--- src/rtl/divider_sequencer_pkg.sv ---
// divider_sequencer_pkg: shared state encoding, default width and divisor clamp
package divider_sequencer_pkg;

    localparam int DEF_WIDTH = 8;

    typedef enum logic [1:0] {IDLE, RUN, DRAIN} state_t;

    // A divisor of zero has no meaningful period, so it is treated as one
    function automatic int unsigned clamp_div(input int unsigned div);
        return (div == 0) ? 1 : div;
    endfunction

endpackage

--- src/rtl/divider_sequencer_if.sv ---
// divider_sequencer_if: configuration handshake, run control and divider outputs
// Burst ports exist only when DIVIDER_SEQUENCER_BURST_EN is defined
interface divider_sequencer_if import divider_sequencer_pkg::*; #(
    parameter int WIDTH = DEF_WIDTH
) ();

    logic             cfg_valid;
    logic             cfg_ready;
    logic [WIDTH-1:0] cfg_div;
    logic             start;
    logic             stop;
    logic             busy;
    logic             tick;
    logic             div_out;
    logic [WIDTH-1:0] cur_div;

`ifdef DIVIDER_SEQUENCER_BURST_EN
    logic [WIDTH-1:0] burst_len;
    logic             burst_done;

    modport master (
        output cfg_valid, cfg_div, start, stop, burst_len,
        input  cfg_ready, busy, tick, div_out, cur_div, burst_done
    );

    modport slave (
        input  cfg_valid, cfg_div, start, stop, burst_len,
        output cfg_ready, busy, tick, div_out, cur_div, burst_done
    );
`else
    modport master (
        output cfg_valid, cfg_div, start, stop,
        input  cfg_ready, busy, tick, div_out, cur_div
    );

    modport slave (
        input  cfg_valid, cfg_div, start, stop,
        output cfg_ready, busy, tick, div_out, cur_div
    );
`endif

endinterface

--- src/rtl/divider_period_counter.sv ---
// divider_period_counter: WIDTH-bit period counter with sync clear, wrap at i_div-1 and tick
module divider_period_counter import divider_sequencer_pkg::*; #(
    parameter int WIDTH = DEF_WIDTH
) (
    input  logic             i_clock,
    input  logic             i_reset_n,
    input  logic             i_clear,
    input  logic             i_en,
    input  logic [WIDTH-1:0] i_div,
    output logic             o_tick
);

    logic [WIDTH-1:0] r_count;

    assign o_tick = i_en && (r_count == i_div - WIDTH'(1));

    // Count 0..i_div-1 while enabled, restarting at 0 after the tick cycle
    always_ff @(posedge i_clock or negedge i_reset_n) begin
        if (!i_reset_n)
            r_count <= '0;
        else if (i_clear)
            r_count <= '0;
        else if (i_en)
            r_count <= o_tick ? '0 : r_count + WIDTH'(1);
    end

endmodule

--- src/rtl/divider_sequencer.sv ---
// divider_sequencer: start/stop and divisor control for a divide-by-2N toggle divider
// Optional burst mode (burst_len / burst_done) enabled by DIVIDER_SEQUENCER_BURST_EN
module divider_sequencer import divider_sequencer_pkg::*; #(
    parameter int WIDTH     = DEF_WIDTH,
    parameter int RESET_DIV = 1
) (
    input  logic                i_clock,
    input  logic                i_reset_n,
    divider_sequencer_if.slave  bus
);

    state_t           r_state;
    logic [WIDTH-1:0] r_cur_div;
    logic [WIDTH-1:0] r_pend_div;
    logic             r_pend;
    logic             r_div_out;
    logic             r_stop_req;
    logic             w_tick;
    logic             w_xfer;
    logic             w_launch;
    logic             w_run_exit;
    logic [WIDTH-1:0] w_new_div;

    assign bus.cfg_ready = (r_state == IDLE) || (r_state == RUN && !r_pend);
    assign bus.busy      = r_state != IDLE;
    assign bus.tick      = w_tick;
    assign bus.div_out   = r_div_out;
    assign bus.cur_div   = r_cur_div;

    assign w_xfer    = bus.cfg_valid && bus.cfg_ready;
    assign w_new_div = WIDTH'(clamp_div(32'(bus.cfg_div)));

`ifdef DIVIDER_SEQUENCER_BURST_EN
    logic [WIDTH-1:0] r_burst_left;
    logic             r_burst_done;
    logic             r_burst_hold;
    logic             w_burst_end;

    // Leave RUN one period early so the final burst period is the drain period
    assign w_burst_end = r_state == RUN &&
                         (r_burst_left == WIDTH'(1) || (w_tick && r_burst_left == WIDTH'(2)));
    assign w_launch    = bus.start && !r_burst_hold;
    assign w_run_exit  = bus.stop || !bus.start || r_stop_req || w_burst_end;
    assign bus.burst_done = r_burst_done;
`else
    assign w_launch    = bus.start;
    assign w_run_exit  = bus.stop || !bus.start || r_stop_req;
`endif

    divider_period_counter #(.WIDTH(WIDTH)) u_counter (
        .i_clock   (i_clock),
        .i_reset_n (i_reset_n),
        .i_clear   (r_state == IDLE),
        .i_en      (r_state != IDLE),
        .i_div     (r_cur_div),
        .o_tick    (w_tick)
    );

    // FSM, divisor bookkeeping and divided-output flop; changes land only on period boundaries
    always_ff @(posedge i_clock or negedge i_reset_n) begin
        if (!i_reset_n) begin
            r_state    <= IDLE;
            r_cur_div  <= WIDTH'(RESET_DIV);
            r_pend_div <= '0;
            r_pend     <= 1'b0;
            r_div_out  <= 1'b0;
            r_stop_req <= 1'b0;
`ifdef DIVIDER_SEQUENCER_BURST_EN
            r_burst_left <= '0;
            r_burst_done <= 1'b0;
            r_burst_hold <= 1'b0;
`endif
        end else begin
            if (w_tick)
                r_div_out <= !r_div_out;
            if (w_xfer && r_state == IDLE)
                r_cur_div <= w_new_div;
            else if (w_tick && r_pend)
                r_cur_div <= r_pend_div;
            if (w_xfer && r_state != IDLE) begin
                r_pend     <= 1'b1;
                r_pend_div <= w_new_div;
            end else if (w_tick) begin
                r_pend     <= 1'b0;
            end
            case (r_state)
                IDLE: begin
                    if (w_launch) begin
                        r_state    <= RUN;
                        r_stop_req <= bus.stop;
                    end
                end
                RUN:     if (w_run_exit) r_state <= DRAIN;
                DRAIN:   if (w_tick) r_state <= IDLE;
                default: r_state <= IDLE;
            endcase
`ifdef DIVIDER_SEQUENCER_BURST_EN
            if (r_state == IDLE && w_launch)
                r_burst_left <= bus.burst_len;
            else if (w_tick && r_burst_left != '0)
                r_burst_left <= r_burst_left - WIDTH'(1);
            r_burst_done <= r_state == DRAIN && w_tick;
            r_burst_hold <= w_burst_end || (r_burst_hold && bus.start);
`endif
        end
    end

endmodule

--- src/flat_wrapper.sv ---
// flat-port wrapper written by rule: the top's interface ports become plain ports
module divider_sequencer_flat import divider_sequencer_pkg::*;
#(
    parameter int WIDTH     = DEF_WIDTH,
    parameter int RESET_DIV = 1
)
  (i_clock, i_reset_n, bus_cfg_valid, bus_cfg_div, bus_start, bus_stop, bus_cfg_ready, bus_busy, bus_tick, bus_div_out, bus_cur_div);
  divider_sequencer_if #(.WIDTH(WIDTH)) bus_i ();
  input  logic i_clock;
  input  logic i_reset_n;
  input wire logic [$bits(bus_i.cfg_valid)-1:0] bus_cfg_valid;
  input wire logic [$bits(bus_i.cfg_div)-1:0] bus_cfg_div;
  input wire logic [$bits(bus_i.start)-1:0] bus_start;
  input wire logic [$bits(bus_i.stop)-1:0] bus_stop;
  output wire logic [$bits(bus_i.cfg_ready)-1:0] bus_cfg_ready;
  output wire logic [$bits(bus_i.busy)-1:0] bus_busy;
  output wire logic [$bits(bus_i.tick)-1:0] bus_tick;
  output wire logic [$bits(bus_i.div_out)-1:0] bus_div_out;
  output wire logic [$bits(bus_i.cur_div)-1:0] bus_cur_div;
  assign bus_i.cfg_valid = bus_cfg_valid;
  assign bus_i.cfg_div = bus_cfg_div;
  assign bus_i.start = bus_start;
  assign bus_i.stop = bus_stop;
  assign bus_cfg_ready = bus_i.cfg_ready;
  assign bus_busy = bus_i.busy;
  assign bus_tick = bus_i.tick;
  assign bus_div_out = bus_i.div_out;
  assign bus_cur_div = bus_i.cur_div;
  divider_sequencer #(.WIDTH(WIDTH), .RESET_DIV(RESET_DIV)) u_core (.i_clock(i_clock), .i_reset_n(i_reset_n), .bus(bus_i));
endmodule
--- config.mk ---
export PLATFORM = sky130hd
export DESIGN_NAME = divider_sequencer_flat
export DESIGN_NICKNAME = d
export VERILOG_FILES = /design/src/rtl/divider_sequencer_pkg.sv /design/src/rtl/divider_sequencer_if.sv /design/src/rtl/divider_period_counter.sv /design/src/rtl/divider_sequencer.sv /design/src/flat_wrapper.sv
export SDC_FILE = /design/constraint.sdc
export NUM_CORES = 1
export LEC_CHECK = 0
export BUFFER_PORTS_ARGS = -buffer_cell sky130_fd_sc_hd__buf_2
export CAP_MARGIN = 10
export CORE_ASPECT_RATIO = 1.25
export CORE_MARGIN = 3
export CORE_UTILIZATION = 51
export CTS_CLUSTER_DIAMETER = 80
export CTS_CLUSTER_SIZE = 25
export DETAILED_ROUTE_END_ITERATION = 16
export PLACE_DENSITY = 0.75
export SYNTH_ARGS = -nofsm -noshare
export SYNTH_HDL_FRONTEND = slang
export SYNTH_SLANG_ARGS = --single-unit
--- constraint.sdc ---
create_clock -name i_clock -period 2.7 [get_ports i_clock]
set_clock_uncertainty 0.15 [all_clocks]
set_input_delay 0 -clock i_clock [delete_from_list [all_inputs] [get_ports i_clock]]
set_output_delay 0 -clock i_clock [all_outputs]
set_load 0.1 [all_outputs]
==> flow_metrics.env, run 1 <==
export IMPL_num_io_pins=25
export IMPL_die_height_um=71.2
export IMPL_place_gp_congestion=0.795
export IMPL_synth_seq_cells=29
export IMPL_synthToLayoutAreaGrowth_pct=20.4
export IMPL_crit_path_max_cell_delay_ns=0.67
export IMPL_grt_start_max_net_pins=30
export IMPL_max_freq_mhz=398
export IMPL_final_core_utilization=0.648
export IMPL_drt_pre_antenna_iters=4
export IMPL_reg2reg_depth=9
export IMPL_tightestPinTransition_ns=0.623
export IMPL_timing_critical_path_cells="inv_4 -> ha_4 -> nor2b_1 -> or3_1 -> a31oi_4 -> o211ai_2 -> buf_4 -> nand2_1 -> nor2_1"
export IMPL_ys_warnings_count=0
export IMPL_initial_core_util=0.538
export IMPL_post_synth_num_cell_types=43
export IMPL_worst_setup_path_endpoint="u_core.u_counter.r_count[6]"
export IMPL_status="finished clean"
export IMPL_post_synth_inst_count=173
export IMPL_regToRegEndpoint="u_core.u_counter.r_count[6]"
export IMPL_antenna_violations_before_repair=0
export IMPL_setup_viol=0
export IMPL_clock_latency_ns=0.28
export IMPL_vias_in_the_first_global_route=1501
export IMPL_filler_cells_inserted=266
export IMPL_crit_start="u_core.bus.cur_div[0]"
export IMPL_finalCritPeriodShare=0.932
export IMPL_synthArstFlopShare=1.00
export IMPL_globalRouteTotalUtil=0.215
export IMPL_postRouteAntennaNets=0
export IMPL_period_needed_ns=2.52
export IMPL_htree_num_levels=2
export IMPL_setup_slack_on_the_worst_flop_to_flop_path_ns=0.18
export IMPL_power_density_nw_per_um2=1290
export IMPL_min_path_type="in2reg"
export IMPL_design_area_um2=2090
export IMPL_diodes_inserted=0
export IMPL_slowest_stage="sky130_fd_sc_hd__dfstp_4"
export IMPL_mappedNetlistNets=188
export IMPL_setup_worst_path_start_class="flop"
export IMPL_synthesis_area_per_instance_um2=10.0
export IMPL_grt_setup_unrepaired="false"
export IMPL_grt_ovfl_total=0
export IMPL_slew_limit_headroom=0.585
export IMPL_count_of_final_hold_check_violations=0
export IMPL_yosysSeqAreaShare=0.419
export IMPL_power_w=0.00269
export IMPL_nets=222
export IMPL_worst_setup_hold_path_clk_slew_ns=0.06
export IMPL_floorplan_die_area_um2=4140
export IMPL_cts_root_buf="sky130_fd_sc_hd__clkbuf_8"
export IMPL_hold_path_startpoint="bus_cfg_valid"
export IMPL_multi_input_area_um2=935
export IMPL_vias=1418
export IMPL_peakVddDrop_v=0.000842
export IMPL_timing_setup_critical_path_class="reg2reg"
export IMPL_route_detailed_drc=0
export IMPL_route_final_wire_length_um=3850
export IMPL_grt_first_pass_wirelength_um=6610
export IMPL_synth_area_um2=1730
export IMPL_std_cell_rows=23
export IMPL_cts_tree="built"
export IMPL_seq_area_um2=732
export IMPL_dpl_cell_area_um2=1880
export IMPL_wl_per_cell_um=15.7
export IMPL_cts_buffers_inserted=5
export IMPL_crit_arrival_ns=2.53
export IMPL_cts_max_path_bufs=2
export IMPL_final_max_slew_viol_count=0
export IMPL_drt_iter0_drc=58
export IMPL_synth_flop_cell="sky130_fd_sc_hd__dfrtp_1"
export IMPL_max_cap_viol_count=0
export IMPL_floorplan_core_area_um2=3220
export IMPL_die_width_um=58.1
export IMPL_cts_repair_resized=0
export IMPL_cp_endpoint_kind="flop"
export IMPL_post_cts_setup_buffers=0
export IMPL_critical_path_max_fanout=19
export IMPL_p_leak_nw=0.926
export IMPL_required_time_at_the_worst_slack_endpoint_ns=2.71
export IMPL_share_of_cells_above_drive_strength_1=0.313
export IMPL_place_detailed_hpwl_um=2770
export IMPL_vias_per_cell=5.79
export IMPL_timing_hold_ws_ns=0.0514
export IMPL_final_setup_tns_ns=0
export IMPL_worstReg2RegStart="u_core.bus.cur_div[0]"
export IMPL_numPortBuffers=24
export IMPL_cts_sinks=29
export IMPL_synth_edf_count=0
-- placed cells by master, fill, tap and decap left out, types with 2 or more instances in the layout --
master                           n
sky130_fd_sc_hd__a21oi_1        13
sky130_fd_sc_hd__and2_1          2
sky130_fd_sc_hd__and3_1          4
sky130_fd_sc_hd__buf_2          23
sky130_fd_sc_hd__buf_4           2
sky130_fd_sc_hd__clkbuf_8        5
sky130_fd_sc_hd__clkinv_2        2
sky130_fd_sc_hd__dfrtp_1        27
sky130_fd_sc_hd__dlygate4sd3_1  12
sky130_fd_sc_hd__inv_1           2
sky130_fd_sc_hd__mux2_2          8
sky130_fd_sc_hd__nand2_1        12
sky130_fd_sc_hd__nand2_2         2
sky130_fd_sc_hd__nand3_1        12
sky130_fd_sc_hd__nor2_1         12
sky130_fd_sc_hd__nor2b_1         2
sky130_fd_sc_hd__nor3_1          6
sky130_fd_sc_hd__nor3b_1         6
sky130_fd_sc_hd__o211ai_2        8
sky130_fd_sc_hd__o21ai_0         3
sky130_fd_sc_hd__or3_1           2
sky130_fd_sc_hd__xnor2_1         7
sky130_fd_sc_hd__xor2_1          8
-- per-stage QoR --
step	instances	worst slack, ns
floorplan	173	-0.279
global placement	225	0.260
detailed placement	225	0.189
CTS	245	0.181
global route	245	0.0588
finish	245	0.185
-- registers in the layout, indices dropped and copies added, names as in the netlist --
register and cells:
u_core.bus.cur_div 8, u_core.r_pend_div 8, u_core.u_counter.r_count 8, u_core.r_state 2
u_core.bus.div_out 1, u_core.r_pend 1, u_core.r_stop_req 1
-- where the power goes --
group / switching, W / internal [W]
Combinational: 0.00103 / 0.000459
Clock: 0.000151 / 0.000178
Sequential: 0.000257 / 0.000616
Total: 0.00144 / 0.00125
-- repair_timing --
action                                  in CTS  in global routing
endpoints found under the setup margin       0                  0
endpoints found under the hold margin       48                  0
hold buffers                                12                  0
-- how the worst min path moves through the flow --
stage	endpoint	slack (ns)	cells after the start
floorplan	u_core.bus.cur_div[1]	-0.45	0
global placement	u_core.u_counter.r_count[4]	-0.10	1
detailed placement	u_core.u_counter.r_count[6]	-0.09	1
CTS	u_core.bus.cur_div[4]	0.04	4
global route	u_core.bus.cur_div[5]	0.08	4
finish	u_core.bus.cur_div[4]	0.05	4
-- area by class of cell --
class                           instances  area share
Clock buffer                            6      0.0348
Clock inverter                          2     0.00480
Inverter                                4      0.0102
Multi-Input combinational cell        129       0.448
Sequential cell                        29       0.351
Tap cell                               37      0.0222
Timing Repair Buffer                   38       0.129
-- Yosys cell counts (4+ instances only) --
| cell type | number | share of area |
|---|---|---|
| sky130_fd_sc_hd__o211ai_2 | 8 | 0.058 |
| sky130_fd_sc_hd__nand3_1 | 12 | 0.035 |
| sky130_fd_sc_hd__nor2_1 | 12 | 0.026 |
| sky130_fd_sc_hd__xor2_1 | 8 | 0.040 |
| sky130_fd_sc_hd__a21oi_1 | 13 | 0.038 |
| sky130_fd_sc_hd__and3_1 | 4 | 0.014 |
| sky130_fd_sc_hd__nor3b_1 | 6 | 0.026 |
| sky130_fd_sc_hd__o21ai_0 | 4 | 0.012 |
| sky130_fd_sc_hd__nand2_1 | 12 | 0.026 |
| sky130_fd_sc_hd__dfrtp_1 | 28 | 0.40 |
| sky130_fd_sc_hd__inv_1 | 4 | 0.0087 |
| sky130_fd_sc_hd__clkbuf_1 | 5 | 0.011 |
| sky130_fd_sc_hd__mux2_2 | 8 | 0.052 |
| sky130_fd_sc_hd__xnor2_1 | 7 | 0.035 |
| sky130_fd_sc_hd__nor3_1 | 6 | 0.017 |
| sky130_fd_sc_hd__buf_6 | 4 | 0.026 |
-- layer usage --
metal / vias up / GRT usage / wire [um]
met5: - / 0 / 0
met2: 38 / 0.369 / 2010
met3: 10 / 0.0529 / 162
li1: 681 / - / -
met1: 689 / 0.237 / 1570
met4: 0 / 0.124 / 115
-- logic make-up (layout without fill, tap and decap cells) --
| family | after synthesis | after routing | share of synthesized area |
|---|---|---|---|
| AND/OR/NAND/NOR | 69 | 69 | 0.222 |
| multiplexers | 8 | 8 | 0.0520 |
| buffers and inverters | 15 | 50 | 0.0505 |
| AO/OA/AOI/OAI | 35 | 35 | 0.165 |
| XOR/XNOR | 15 | 15 | 0.0758 |
| adder cells (fa/ha/maj) | 2 | 2 | 0.0144 |
| flip-flops | 29 | 29 | 0.419 |
-- critical path: cells and delay by family, from the launching register on --
| kind | cells | cell delay [ns] |
|---|---|---|
| and+or+nand+nor | 4 | 0.82 |
| DFF | 1 | 0.67 |
| AOI/OAI and AO/OA | 2 | 0.29 |
| buffers and inverters | 2 | 0.28 |
| adders and majority gates | 1 | 0.18 |
No activity file was read; power rests on OpenSTA's default activity.
==> run 2, diff against run 1 <==
--- a/config.mk
+++ b/config.mk
@@ -9,11 +9,13 @@
 export CAP_MARGIN = 10
 export CORE_ASPECT_RATIO = 1.25
 export CORE_MARGIN = 3
-export CORE_UTILIZATION = 51
+export CORE_UTILIZATION = 50
 export CTS_CLUSTER_DIAMETER = 80
 export CTS_CLUSTER_SIZE = 25
 export DETAILED_ROUTE_END_ITERATION = 16
-export PLACE_DENSITY = 0.75
+export GPL_TIMING_DRIVEN = 0
+export PLACE_DENSITY = 0.74
 export SYNTH_ARGS = -nofsm -noshare
 export SYNTH_HDL_FRONTEND = slang
+export SYNTH_HIERARCHICAL = 1
 export SYNTH_SLANG_ARGS = --single-unit
==> run 2 against run 1 <==
Compared with the run above:
- utilization grew 4.8 points
- register-to-register slack got worse by 0.18 ns
- global-route usage grew 0.61 points
- worst hold slack worse by 0.030 ns
- synthesized cell count is 6.9% lower
- fmax down 6.8%
- wire length rose by 6.3%
- final cell count grew 1.2%
- non-clock buffer count increased by 10
- largest cell class unchanged
- largest power group unchanged
==> flow_metrics.env, run 2 <==
export IMPL_status="finished clean"
export IMPL_final_setup_tns_ns=0
export IMPL_cell_internal_pwr_w=0.00120
export IMPL_synthToLayoutAreaGrowth_pct=29.1
export IMPL_grt_ovfl_total=0
export IMPL_cts_tree="built"
export IMPL_antenna_violations_before_repair=0
export IMPL_synth_seq_cells=29
export IMPL_post_synth_main_area_contributors="sky130_fd_sc_hd__dfrtp_1 43%, sky130_fd_sc_hd__mux2_2 5.5%, sky130_fd_sc_hd__mux2i_1 4.9%"
export IMPL_count_of_final_hold_check_violations=0
export IMPL_switching_share_of_power=0.546
export IMPL_grt_start_max_net_pins=30
export IMPL_power_density_nw_per_um2=1260
export IMPL_num_io_pins=25
export IMPL_power_share_clock=0.092
export IMPL_crit_path_max_cell_delay_ns=0.64
export IMPL_peakVddDrop_v=0.000819
export IMPL_slowest_stage="sky130_fd_sc_hd__dfstp_4"
export IMPL_max_freq_mhz=371
export IMPL_initial_core_util=0.539
export IMPL_grt_first_pass_wirelength_um=7000
export IMPL_numPortBuffers=24
export IMPL_yosys_cell_count_top_type="sky130_fd_sc_hd__dfrtp_1"
export IMPL_seq_area_um2=742
export IMPL_synth_flop_cell="sky130_fd_sc_hd__dfrtp_1"
export IMPL_std_cell_rows=22
export IMPL_critical_path_max_fanout=8
export IMPL_die_height_um=69.9
export IMPL_slew_limit_headroom=0.567
export IMPL_min_path_type="in2reg"
export IMPL_cp_endpoint_kind="flop"
export IMPL_floorplan_core_area_um2=3030
export IMPL_grt_setup_unrepaired="true"
export IMPL_yosysSeqAreaShare=0.446
export IMPL_vias=1457
export IMPL_globalRouteTotalUtil=0.221
export IMPL_place_gp_congestion=0.845
export IMPL_synth_edf_count=0
export IMPL_place_detailed_hpwl_um=2700
export IMPL_drt_iter0_drc=49
export IMPL_mappedNetlistNets=176
export IMPL_synthArstFlopShare=1.00
export IMPL_synth_top_area_cell="sky130_fd_sc_hd__dfrtp_1"
export IMPL_cts_root_buf="sky130_fd_sc_hd__clkbuf_4"
export IMPL_ys_warnings_count=6
export IMPL_final_max_slew_viol_count=0
export IMPL_multi_input_area_um2=883
export IMPL_postRouteAntennaNets=0
export IMPL_diodes_inserted=0
export IMPL_setup_worst_path_start_class="flop"
export IMPL_period_needed_ns=2.70
export IMPL_timing_critical_path_cells="buf_6 -> nor4_4 -> a2111oi_1 -> a31oi_1 -> a311oi_4 -> nand2_4 -> mux2i_1 -> o21ai_1"
export IMPL_share_of_cells_above_drive_strength_1=0.321
export IMPL_filler_cells_inserted=248
export IMPL_finalCritPeriodShare=0.999
export IMPL_route_final_wire_length_um=4100
export IMPL_synthesis_area_per_instance_um2=10.1
export IMPL_vias_in_the_first_global_route=1505
export IMPL_wl_per_cell_um=16.5
export IMPL_synth_cells_most_frequent="28 x sky130_fd_sc_hd__dfrtp_1, 12 x sky130_fd_sc_hd__nand2_1, 12 x sky130_fd_sc_hd__nor2_1, 12 x sky130_fd_sc_hd__o21ai_0, 9 x sky130_fd_sc_hd__inv_1"
export IMPL_die_width_um=57.1
export IMPL_cts_buffers_inserted=5
export IMPL_post_synth_num_cell_types=42
export IMPL_max_cap_viol_count=0
export IMPL_vias_per_cell=5.88
export IMPL_nets=226
export IMPL_cts_sinks=29
export IMPL_layout_cells_most_common_list="24 x sky130_fd_sc_hd__buf_2, 21 x sky130_fd_sc_hd__dfrtp_1, 12 x sky130_fd_sc_hd__dlygate4sd3_1, 12 x sky130_fd_sc_hd__nor2_1, 11 x sky130_fd_sc_hd__nand2_1"
export IMPL_post_synth_inst_count=161
export IMPL_clock_latency_ns=0.32
export IMPL_tightestPinTransition_ns=0.650
export IMPL_setup_viol=0
export IMPL_seq_power_share=0.316
export IMPL_pre_cts_ws_ns=-0.571
export IMPL_worst_slack_ns=0.00144
export IMPL_crit_arrival_ns=2.72
export IMPL_required_time_at_the_worst_slack_endpoint_ns=2.73
export IMPL_switching_power_w=0.00144
export IMPL_floorplan_die_area_um2=3990
export IMPL_cts_max_path_bufs=2
export IMPL_synth_area_um2=1630
export IMPL_worst_setup_hold_path_clk_slew_ns=0.09
export IMPL_pwr_share_comb=0.592
export IMPL_mostFrequentLayoutCell="sky130_fd_sc_hd__buf_2"
export IMPL_timing_setup_critical_path_class="reg2reg"
export IMPL_htree_num_levels=2
export IMPL_drt_pre_antenna_iters=4
export IMPL_p_leak_nw=0.951
export IMPL_synth_top_cell_area_share=0.429
export IMPL_route_detailed_drc=0
## run 2: changes by cell type after synthesis, moves of 3 or more
cell / before / now
sky130_fd_sc_hd__a21o_1: 1 / 4
sky130_fd_sc_hd__a21oi_1: 13 / 6
sky130_fd_sc_hd__buf_6: 4 / 0
sky130_fd_sc_hd__clkbuf_1: 5 / 2
sky130_fd_sc_hd__inv_1: 4 / 9
sky130_fd_sc_hd__mux2i_1: 0 / 8
sky130_fd_sc_hd__nand3_1: 12 / 5
sky130_fd_sc_hd__nor3b_1: 6 / 1
sky130_fd_sc_hd__nor4_1: 1 / 7
sky130_fd_sc_hd__o211ai_2: 8 / 0
sky130_fd_sc_hd__o21ai_0: 4 / 12
sky130_fd_sc_hd__xor2_1: 8 / 3
## run 2: path summary, 6_finish.rpt
check | slack (ns) | start | endpoint | cells past startpoint
max in group asynchronous | 1.84 | i_reset_n | u_core/bus.cur_div[1] | 2
max reg2reg | 0.001 | u_core/bus.cur_div[0] | u_core/bus.cur_div[4] | 8
min reg2reg | 0.32 | u_core/bus.div_out | u_core/bus.div_out | 1
min in group asynchronous | 0.08 | i_reset_n | u_core/u_counter/r_count[2] | 2
min | 0.02 | bus_cfg_valid | u_core/bus.cur_div[1] | 3
max | 0.001 | u_core/bus.cur_div[0] | u_core/bus.cur_div[4] | 8
## run 2: cell families (layout without fill, tap and decap cells)
family	after synthesis	count (layout)	share of synthesized area
muxes	16	16	0.104
xor gates and xnor gates	8	8	0.0429
adders and majority gates	2	2	0.0153
AOI/OAI and AO/OA	33	33	0.143
DFF	29	29	0.446
and+or+nand+nor	59	59	0.214
buffers and inverters	14	65	0.0353
## run 2: repair_timing
item,CTS,global route
hold buffers,12,0
hold endpoints to repair,48,0
resized for setup,6,13
pin swaps,1,4
setup buffers,6,1
endpoints found under the setup margin,9,14
## run 2: worst max-delay path: cells and delay by family (launching register included)
| kind | cells | cell delay (ns) |
|---|---|---|
| compound gates | 4 | 1.14 |
| flops | 1 | 0.64 |
| buf+inv | 1 | 0.13 |
| simple gates | 2 | 0.25 |
| mux | 1 | 0.24 |
## run 2: power groups by stage
stage / Clock (W) / Sequential, W / Combinational (W)
global route: 0.000277 / 0.000868 / 0.00166
detailed placement: 0 / 0.000855 / 0.00141
global placement: 0 / 0.000837 / 0.00137
finish: 0.000244 / 0.000836 / 0.00157
CTS: 0.000254 / 0.000821 / 0.00152
floorplan: 0 / 0.00127 / 0.000727
## run 2: layer usage
layer / wire (um) / vias up / global-route usage
met5: 0 / - / 0
met3: 144 / 11 / 0.0610
met4: 123 / 0 / 0.0928
met2: 2190 / 39 / 0.389
li1: - / 688 / -
met1: 1640 / 719 / 0.245
## run 2: final cells by class
class / count / area share
Clock buffer: 8 / 0.0232
Sequential cell: 29 / 0.352
Buffer: 5 / 0.0113
Timing Repair Buffer: 43 / 0.153
Inverter: 9 / 0.0190
Tap cell: 36 / 0.0214
Multi-Input combinational cell: 118 / 0.419
## run 2: through the flow
step / instance area [um2] / hold slack, ns / instances / utilization / total power [W]
after floorplan: 1660 / -0.446 / 161 / - / 0.00199
after global placement: 1820 / -0.105 / 221 / 0.602 / 0.00220
after detailed placement: 1820 / -0.0912 / 221 / 0.602 / 0.00227
after CTS: 2060 / 0.00871 / 247 / 0.682 / 0.00259
after global routing: 2110 / 0.0114 / 248 / 0.695 / 0.00281
final: 2110 / 0.0211 / 248 / 0.695 / 0.00265
